[config.mk]
export PLATFORM = sky130hd
export DESIGN_NAME = ifetch_queue
export DESIGN_NICKNAME = d
export VERILOG_FILES = /design/src/rtl/ifetch_queue.sv
export SDC_FILE = /design/constraint.sdc
export NUM_CORES = 1
export LEC_CHECK = 0
export CAP_MARGIN = 20
export CORE_MARGIN = 3
export CORE_UTILIZATION = 50
export DETAILED_ROUTE_END_ITERATION = 6
export HOLD_SLACK_MARGIN = 0.12
export PLACE_DENSITY = 0.78
export RECOVER_POWER = 100
export SYNTH_ARGS = -nofsm -noshare
export SYNTH_HDL_FRONTEND = slang
export SYNTH_SLANG_ARGS = --single-unit
[constraint.sdc]
create_clock -name cp -period 2.72 [get_ports cp]
set_clock_uncertainty 0.05 [all_clocks]
set_input_delay 0.544 -clock cp [delete_from_list [all_inputs] [get_ports cp]]
set_output_delay 0.544 -clock cp [all_outputs]
set_load 0.01 [all_outputs]
[src/rtl/ifetch_queue.sv]
// ifetch_queue: instruction prefetch queue between the sequencer Y bus and the decoder.
// Issues one control-store read at a time over a req/ack handshake. Returned words,
// tagged with their address, go into a DEPTH-entry FIFO.
// Optional feature macro: IFETCHQ_BYPASS_EN. When it is defined, a word returning
// into an empty queue is presented to the decoder in the same cycle.
module ifetch_queue #(
   parameter int unsigned AW    = 4,
   parameter int unsigned DW    = 16,
   parameter int unsigned DEPTH = 4
) (
   input  logic                     cp,
   input  logic                     clr_,
   input  logic [AW-1:0]            addr,
   input  logic                     addr_vld,
   output logic                     addr_rdy,
   input  logic                     flush,
   output logic [AW-1:0]            mem_a,
   output logic                     mem_rd,
   input  logic                     mem_ack,
   input  logic [DW-1:0]            mem_d,
   output logic [DW-1:0]            ins_d,
   output logic [AW-1:0]            ins_a,
   output logic                     ins_vld,
   input  logic                     ins_rdy,
   output logic [$clog2(DEPTH):0]   count,
   output logic                     full_,
   output logic                     empty_
);

   localparam int unsigned PW = $clog2(DEPTH);
   localparam int unsigned CW = PW + 1;
   localparam logic [CW-1:0] DepthC = CW'(DEPTH);

   typedef enum logic [1:0] {StIdle, StReq, StDrop} state_e;

   state_e          state_q;
   logic [AW-1:0]   mem_a_q;
   logic            mem_rd_q;
   logic [PW-1:0]   rd_ptr_q;
   logic [PW-1:0]   wr_ptr_q;
   logic [CW-1:0]   count_q;
   logic [AW-1:0]   ent_a [DEPTH];
   logic [DW-1:0]   ent_d [DEPTH];

   logic            q_empty;
   logic            ack_keep;
   logic            push;
   logic            pop;
   logic            accept;

   assign q_empty  = (count_q == '0);
   assign addr_rdy = (state_q == StIdle) & (count_q < DepthC) & ~flush;
   assign accept   = addr_vld & addr_rdy;
   // A returning word is kept only in REQ and only when no flush is discarding it.
   assign ack_keep = (state_q == StReq) & mem_ack & ~flush;
   assign pop      = ~q_empty & ins_rdy & ~flush;

   assign mem_a    = mem_a_q;
   assign mem_rd   = mem_rd_q;
   assign count    = count_q;
   assign full_    = (count_q != DepthC);
   assign empty_   = ~q_empty;

   // Head presentation and push decision (bypass forwards an ack straight to the decoder).
   always_comb begin
      ins_a   = ent_a[rd_ptr_q];
      ins_d   = ent_d[rd_ptr_q];
      ins_vld = ~q_empty;
      push    = ack_keep;
`ifdef IFETCHQ_BYPASS_EN
      if (ack_keep && q_empty) begin
         ins_vld = 1'b1;
         ins_a   = mem_a_q;
         ins_d   = mem_d;
         push    = ~ins_rdy;
      end
`endif
   end

   // Fetch FSM with registered read request and address.
   always_ff @(posedge cp) begin
      if (!clr_) begin
         state_q  <= StIdle;
         mem_rd_q <= 1'b0;
         mem_a_q  <= '0;
      end else begin
         unique case (state_q)
            StIdle: begin
               if (accept) begin
                  mem_a_q  <= addr;
                  mem_rd_q <= 1'b1;
                  state_q  <= StReq;
               end
            end
            StReq: begin
               if (mem_ack) begin
                  mem_rd_q <= 1'b0;
                  state_q  <= StIdle;
               end else if (flush) begin
                  // The request stays up until acked; its data will be thrown away.
                  state_q  <= StDrop;
               end
            end
            StDrop: begin
               if (mem_ack) begin
                  mem_rd_q <= 1'b0;
                  state_q  <= StIdle;
               end
            end
            default: begin
               state_q  <= StIdle;
               mem_rd_q <= 1'b0;
            end
         endcase
      end
   end

   // Queue pointers and occupancy; flush clears everything ahead of push/pop.
   always_ff @(posedge cp) begin
      if (!clr_) begin
         rd_ptr_q <= '0;
         wr_ptr_q <= '0;
         count_q  <= '0;
      end else if (flush) begin
         rd_ptr_q <= '0;
         wr_ptr_q <= '0;
         count_q  <= '0;
      end else begin
         if (push) wr_ptr_q <= wr_ptr_q + 1'b1;
         if (pop)  rd_ptr_q <= rd_ptr_q + 1'b1;
         if (push && !pop)      count_q <= count_q + 1'b1;
         else if (pop && !push) count_q <= count_q - 1'b1;
      end
   end

   // Entry storage; contents need no reset since count gates visibility.
   always_ff @(posedge cp) begin
      if (clr_ && push) begin
         ent_a[wr_ptr_q] <= mem_a_q;
         ent_d[wr_ptr_q] <= mem_d;
      end
   end

endmodule

==> results.json, run 1 <==
{
  "worstSkewPairLatency_ns": 0.35,
  "layout_common_cells": "edfxtp_1 (80), clkdlybuf4s50_1 (29), dlygate4sd3_1 (28)",
  "power.leakage_nw": 1.566,
  "start_kind": "input port",
  "wire_per_inst_um": 16.88,
  "finalHoldViolations": 0,
  "vias_per_cell": 5.152,
  "syn_area_um2": 3737,
  "worst_hold_path.endpoint": "state_q[0]",
  "start_util_pct": 53.24,
  "r2r-end": "count[2]",
  "fillCellCount": 502,
  "min_period_over_period_pct": 94.66,
  "synthMuxAreaShare_pct": 13.93,
  "hp-start": "state_q[0]",
  "ctsResizeCount": 0,
  "fmax_mhz": 388.4,
  "run_status": "complete, no violations",
  "worst_slack_ns": 0.1451,
  "nets": 303,
  "gr-total-overflow": 0,
  "synth-compound-area-share_pct": 0.9039,
  "rsz0062_at_grt": "false",
  "drv_slew": 0,
  "drtPass1Iterations": 4,
  "cts_setup_buffers": 0,
  "ff_latch_area_um2": 2723,
  "end_kind": "output port",
  "cts_made_buffers": 9,
  "synth_top_family_by_area": "multiplexers",
  "area_growth_syn_to_layout_pct": 24.74,
  "reg2reg_depth": 10,
  "syn_nets": 232,
  "grt_pass1_vias": 2019,
  "vias": 1896,
  "layout_min_cycle_time_ns": 2.575,
  "drt_iter0_drc": 81,
  "grt_pass1_wl_um": 10320,
  "peakVddDrop_uv": 344.8,
  "cts_tree": "built",
  "cp.arrival_ns": 1.98,
  "antennaDiodeCount": 0,
  "setup_viol": 0,
  "sw_frac_of_total_pct": 23.30,
  "p_clk_share_pct": 31.6,
  "hpwl_um": 4006,
  "yosys_register_bits": 96,
  "clockRootBuffer": "clkbuf_8",
  "cap_violations": 0,
  "min_path_type": "reg -> reg",
  "max-slew-margin-rel_pct": 58.08,
  "portBuffers": 57,
  "grt_max_degree": 21,
  "post-synth-top-area-fraction_pct": 64.28,
  "yosys.area_share.adder_pct": 3.549,
  "drc": 0,
  "power_frac_comb_pct": 11.9,
  "path_class": "in -> out",
  "utilization_pct": 66.42,
  "reg2reg_slack_ns": 0.31,
  "synth-simple-area-share_pct": 5.926,
  "cp.required_ns": 2.13,
  "cts.sink_count": 96,
  "yosysSeqAreaShare_pct": 72.85,
  "gp_congestion": 0.6991,
  "hold_depth": 2,
  "avgSynthCellArea_um2": 19.07,
  "syn_inst": 196,
  "powerDensity_nw_per_um2": 631.8,
  "fp.dieArea_um2": 8548,
  "pre_cts_ws_ns": -0.06690,
  "core_area_um2": 7019,
  "path_clk_slew_ns": 0.08,
  "synth_cell_types": 29,
  "num_rows": 30,
  "synth_xor_area_share_pct": 1.172,
  "antenna_found_initial": 0,
  "regToRegStartpoint": "state_q[1]",
  "p_seq_share_pct": 56.4,
  "track_usage_pct": 16.10,
  "power.total_mw": 2.945,
  "final_common_cell": "edfxtp_1",
  "drt-total-wl_um": 6211,
  "ctsHoldBuffers": 0,
  "multi_input_area_um2": 950.9,
  "io_pins": 58,
  "holdWs_ns": 0.4366,
  "htree_levels": 3,
  "die_w_um": 92.46,
  "cp_max_fo": 4,
  "power.internal_mw": 2.259,
  "power_switching_uw": 686.2,
  "yosysWarnings": 0,
  "drive_gt1_share_pct": 17.65,
  "clockBufferDepth": 2,
  "synth_largest_area_cell": "edfxtp_1",
  "synth.top_cells.by_area": "edfxtp_1 (64%), mux4_2 (12%), dfxtp_1 (8.6%), ha_1 (3.0%), mux2i_1 (1.9%)",
  "die_h_um": 92.46,
  "ant_nets": 0,
  "worstMarginPinSlew_ns": 0.6288
}
-- sequential cells by signal (all words and copies together) (netlist names), named ones only --
register / flops
ent_a: 16
ent_d: 64
mem_a: 4
rd_ptr_q: 2
state_q: 2
wr_ptr_q: 2
mem_rd: 1
count: 3
-- cell type report --
cell class                 instances  area share (%)
sequential                        96           58.40
multi-input combinational         87           20.40
timing repair buffer              68           13.90
clock buffer                       9           2.657
tap                               96           2.576
clock inverter                     7           1.664
inverter                           5          0.4026
-- stage by stage --
step | cell area [um2] | std cells | TNS [ns]
finish | 4662 | 368 | 0
global route | 4662 | 368 | 0
CTS | 4731 | 368 | 0
global placement | 4529 | 352 | 0
floorplan | 3737 | 196 | 0
detailed placement | 4529 | 352 | -0.06690
-- per-layer routing --
layer	vias up	routed length, um	global-route usage, %
li1	892	-	-
met1	941	2759	21.30
met2	57	3064	25.74
met3	6	325	4.305
met4	0	61	5.941
met5	-	0	0
-- Yosys cell counts --
cell type  number
dfxtp_1        16
xor2_1          4
or3_2           1
fa_1            1
and2_2          1
or3_4           1
inv_1           5
nand2b_1        3
xnor2_1         1
and3_1          1
ha_1            9
nand3b_2        1
nand4b_1        1
nor3b_2         1
buf_2           2
edfxtp_1       80
a2bb2oi_1       1
clkbuf_1        4
buf_4           1
and2_1          5
nand2_1         7
nor2_1         11
nor2b_1         5
buf_6           1
mux2i_1         7
a21oi_1         4
nand3b_1        1
mux4_2         20
o21ai_0         1
-- worst max path at each step --
| stage | startpoint | end | slack [ns] |
|---|---|---|---|
| after floorplan | count[0] | count[2] | 0.40 |
| after CTS | flop | ins_a[3] | 0.11 |
| after global routing | flush | count[2] | 0.07 |
| after detailed placement | flush | count[2] | -0.07 |
| after global placement | flush | count[2] | 0.02 |
| final | flush | addr_rdy | 0.15 |
-- worst max-delay path, stage by stage --
cell and delay (ns):
dlygate4sd3_1 0.57, clkbuf_1 0.13, nor3b_2 0.17, clkdlybuf4s50_1 0.56
-- cells by family (layout without fill, tap and decap cells) --
logic type      Yosys count  after routing
fa+ha+maj                10             10
xor+xnor                  5              5
mux                      27             27
compound gates            6              6
flops                    96             96
simple gates             39             39
buf+inv                  13             89
-- power groups by stage --
stage | clock network (mW) | logic (mW) | registers [mW]
CTS | 0.958 | 0.378 | 1.66
detailed placement | 0 | 0.375 | 1.70
floorplan | 0 | 0.204 | 1.69
finish | 0.931 | 0.351 | 1.66
global route | 1.02 | 0.390 | 1.67
global placement | 0 | 0.369 | 1.69
Note: power is estimated with default switching activity, not from simulation.
==> run 2: changes to the inputs <==
--- a/config.mk
+++ b/config.mk
@@ -6,7 +6,7 @@
 export NUM_CORES = 1
 export LEC_CHECK = 0
 export CAP_MARGIN = 20
-export CORE_MARGIN = 3
+export CORE_MARGIN = 2
 export CORE_UTILIZATION = 50
 export DETAILED_ROUTE_END_ITERATION = 6
 export HOLD_SLACK_MARGIN = 0.12
==> run 2 against run 1 <==
Compared with the run above: worst setup slack worse by 0.015 ns; first-iteration DRC count is 2.5% higher; sequential power hardly changed; combinational power hardly changed; global-route usage is 0.48 points lower; hold slack better by 0.0018 ns; non-clock buffer count stayed put; sequential cell count stayed put; critical path type unchanged; critical endpoint unchanged; largest cell class unchanged; largest power group unchanged.
==> results.json, run 2 (synthesis results as in run 1) <==
{
  "worstMarginPinSlew_ns": 0.5988,
  "grt.busiest_layer": "met2",
  "finalHoldViolations": 0,
  "peakVddDrop_uv": 299.3,
  "start_kind": "input port",
  "track_usage_pct": 15.62,
  "cp.required_ns": 2.13,
  "fmax_mhz": 386.1,
  "cap_violations": 0,
  "cp-endpoint": "addr_rdy",
  "largest_reg_flops": 64,
  "path_cells": "clkdlybuf4s50_1 > clkbuf_4 > nor3b_1 > dlygate4sd3_1",
  "die_w_um": 90.46,
  "grt_pass1_vias": 1995,
  "vias_per_cell": 5.127,
  "pre_cts_ws_ns": -0.08710,
  "antenna_found_initial": 0,
  "holdWs_ns": 0.4383,
  "r2r-end": "count[2]",
  "setup_viol": 0,
  "gp_congestion": 0.7028,
  "ctsHoldBuffers": 0,
  "area_growth_syn_to_layout_pct": 24.84,
  "antennaDiodeCount": 0,
  "drive_gt1_share_pct": 17.65,
  "io_pins": 58,
  "cts_setup_buffers": 0,
  "nets": 303,
  "regToRegStartpoint": "state_q[1]",
  "worstSkewPairLatency_ns": 0.35,
  "rsz0062_at_grt": "false",
  "drt-total-wl_um": 6051,
  "cp_max_fo": 5,
  "end_kind": "output port",
  "path_class": "in -> out",
  "drc": 0,
  "portBuffers": 57,
  "critPathLaunch": "flush",
  "cts_tree": "built",
  "cts_made_buffers": 9,
  "num_rows": 31,
  "drtPass1Iterations": 4,
  "ctsResizeCount": 0,
  "final_cells": 371,
  "cts.sink_count": 96,
  "final_common_cell": "edfxtp_1",
  "min_period_over_period_pct": 95.23,
  "cp.arrival_ns": 2.00,
  "vias": 1902,
  "hpwl_um": 3897,
  "powerDensity_nw_per_um2": 630.1,
  "gr-usage-met1_pct": 20.14,
  "ant_nets": 0,
  "die_h_um": 90.46,
  "max-slew-margin-rel_pct": 60.08,
  "dp_cells": 355,
  "grt_use_met2_pct": 25.38,
  "min_path_type": "reg -> reg",
  "clockBufferDepth": 2,
  "clockRootBuffer": "clkbuf_8",
  "fp.dieArea_um2": 8182,
  "power.total_mw": 2.940,
  "grt_pass1_wl_um": 9708,
  "run_status": "complete, no violations",
  "power.leakage_nw": 1.566,
  "top_register": "ent_d",
  "reg2reg_slack_ns": 0.23,
  "worst_slack_ns": 0.1297,
  "drv_slew": 0,
  "grt_max_degree": 21,
  "start_util_pct": 51.53,
  "layout_min_cycle_time_ns": 2.590,
  "met3_usage_pct": 4.591,
  "layout_common_cells": "edfxtp_1 (80), dlygate4sd3_1 (29), clkdlybuf4s50_1 (28)",
  "gr-total-overflow": 0,
  "htree_levels": 3,
  "slowest_stage": "dlygate4sd3_1",
  "utilization_pct": 64.33,
  "core_area_um2": 7253,
  "drt_iter0_drc": 83,
  "critPathMaxStageDelay_ns": 0.64,
  "path_clk_slew_ns": 0.09,
  "wire_per_inst_um": 16.31,
  "reg2reg_depth": 10
}
==> run 2: where the power goes <==
group / switching [mW] / internal (mW) / total [mW]
Clock: 0.493 / 0.434 / 0.927
Sequential: 0.0290 / 1.63 / 1.66
Combinational: 0.160 / 0.190 / 0.350
Total: 0.683 / 2.26 / 2.94
==> run 2: area by class of cell <==
type	count	area, um2
Clock inverter	7	78.83
Sequential cell	96	2723
Timing Repair Buffer	68	651.9
Fill cell	522	2587
Inverter	5	18.77
Tap cell	99	123.9
Clock buffer	9	123.9
Multi-Input combinational cell	87	945.9
==> run 2: how the worst min path moves through the flow <==
stage               depth (start not counted)          to  slack, ns       start
floorplan                                   2  state_q[1]       0.40  state_q[1]
global placement                            2      mem_rd       0.41      mem_rd
detailed placement                          2  state_q[0]       0.43  state_q[0]
CTS                                         2  state_q[0]       0.44  state_q[0]
global route                                2  state_q[1]       0.47  state_q[1]
finish                                      2  state_q[0]       0.44  state_q[0]
==> run 2: through the flow <==
stage                     setup TNS [ns]  area (um2)
after floorplan                        0        3737
after global placement         -0.002691        4533
after detailed placement        -0.08710        4533
after CTS                              0        4736
after global routing                   0        4666
final                                  0        4666
==> run 2: worst max-delay path, delay by kind of cell <==
kind                   cells  cell delay, ns
buffers and inverters      3            1.26
and+or+nand+nor            1            0.20
==> run 2: routing by layer <==
metal / vias to the layer above / routed length (um)
met2: 56 / 2975
met5: - / 0
met3: 6 / 262
met1: 946 / 2761
li1: 894 / -
met4: 0 / 51
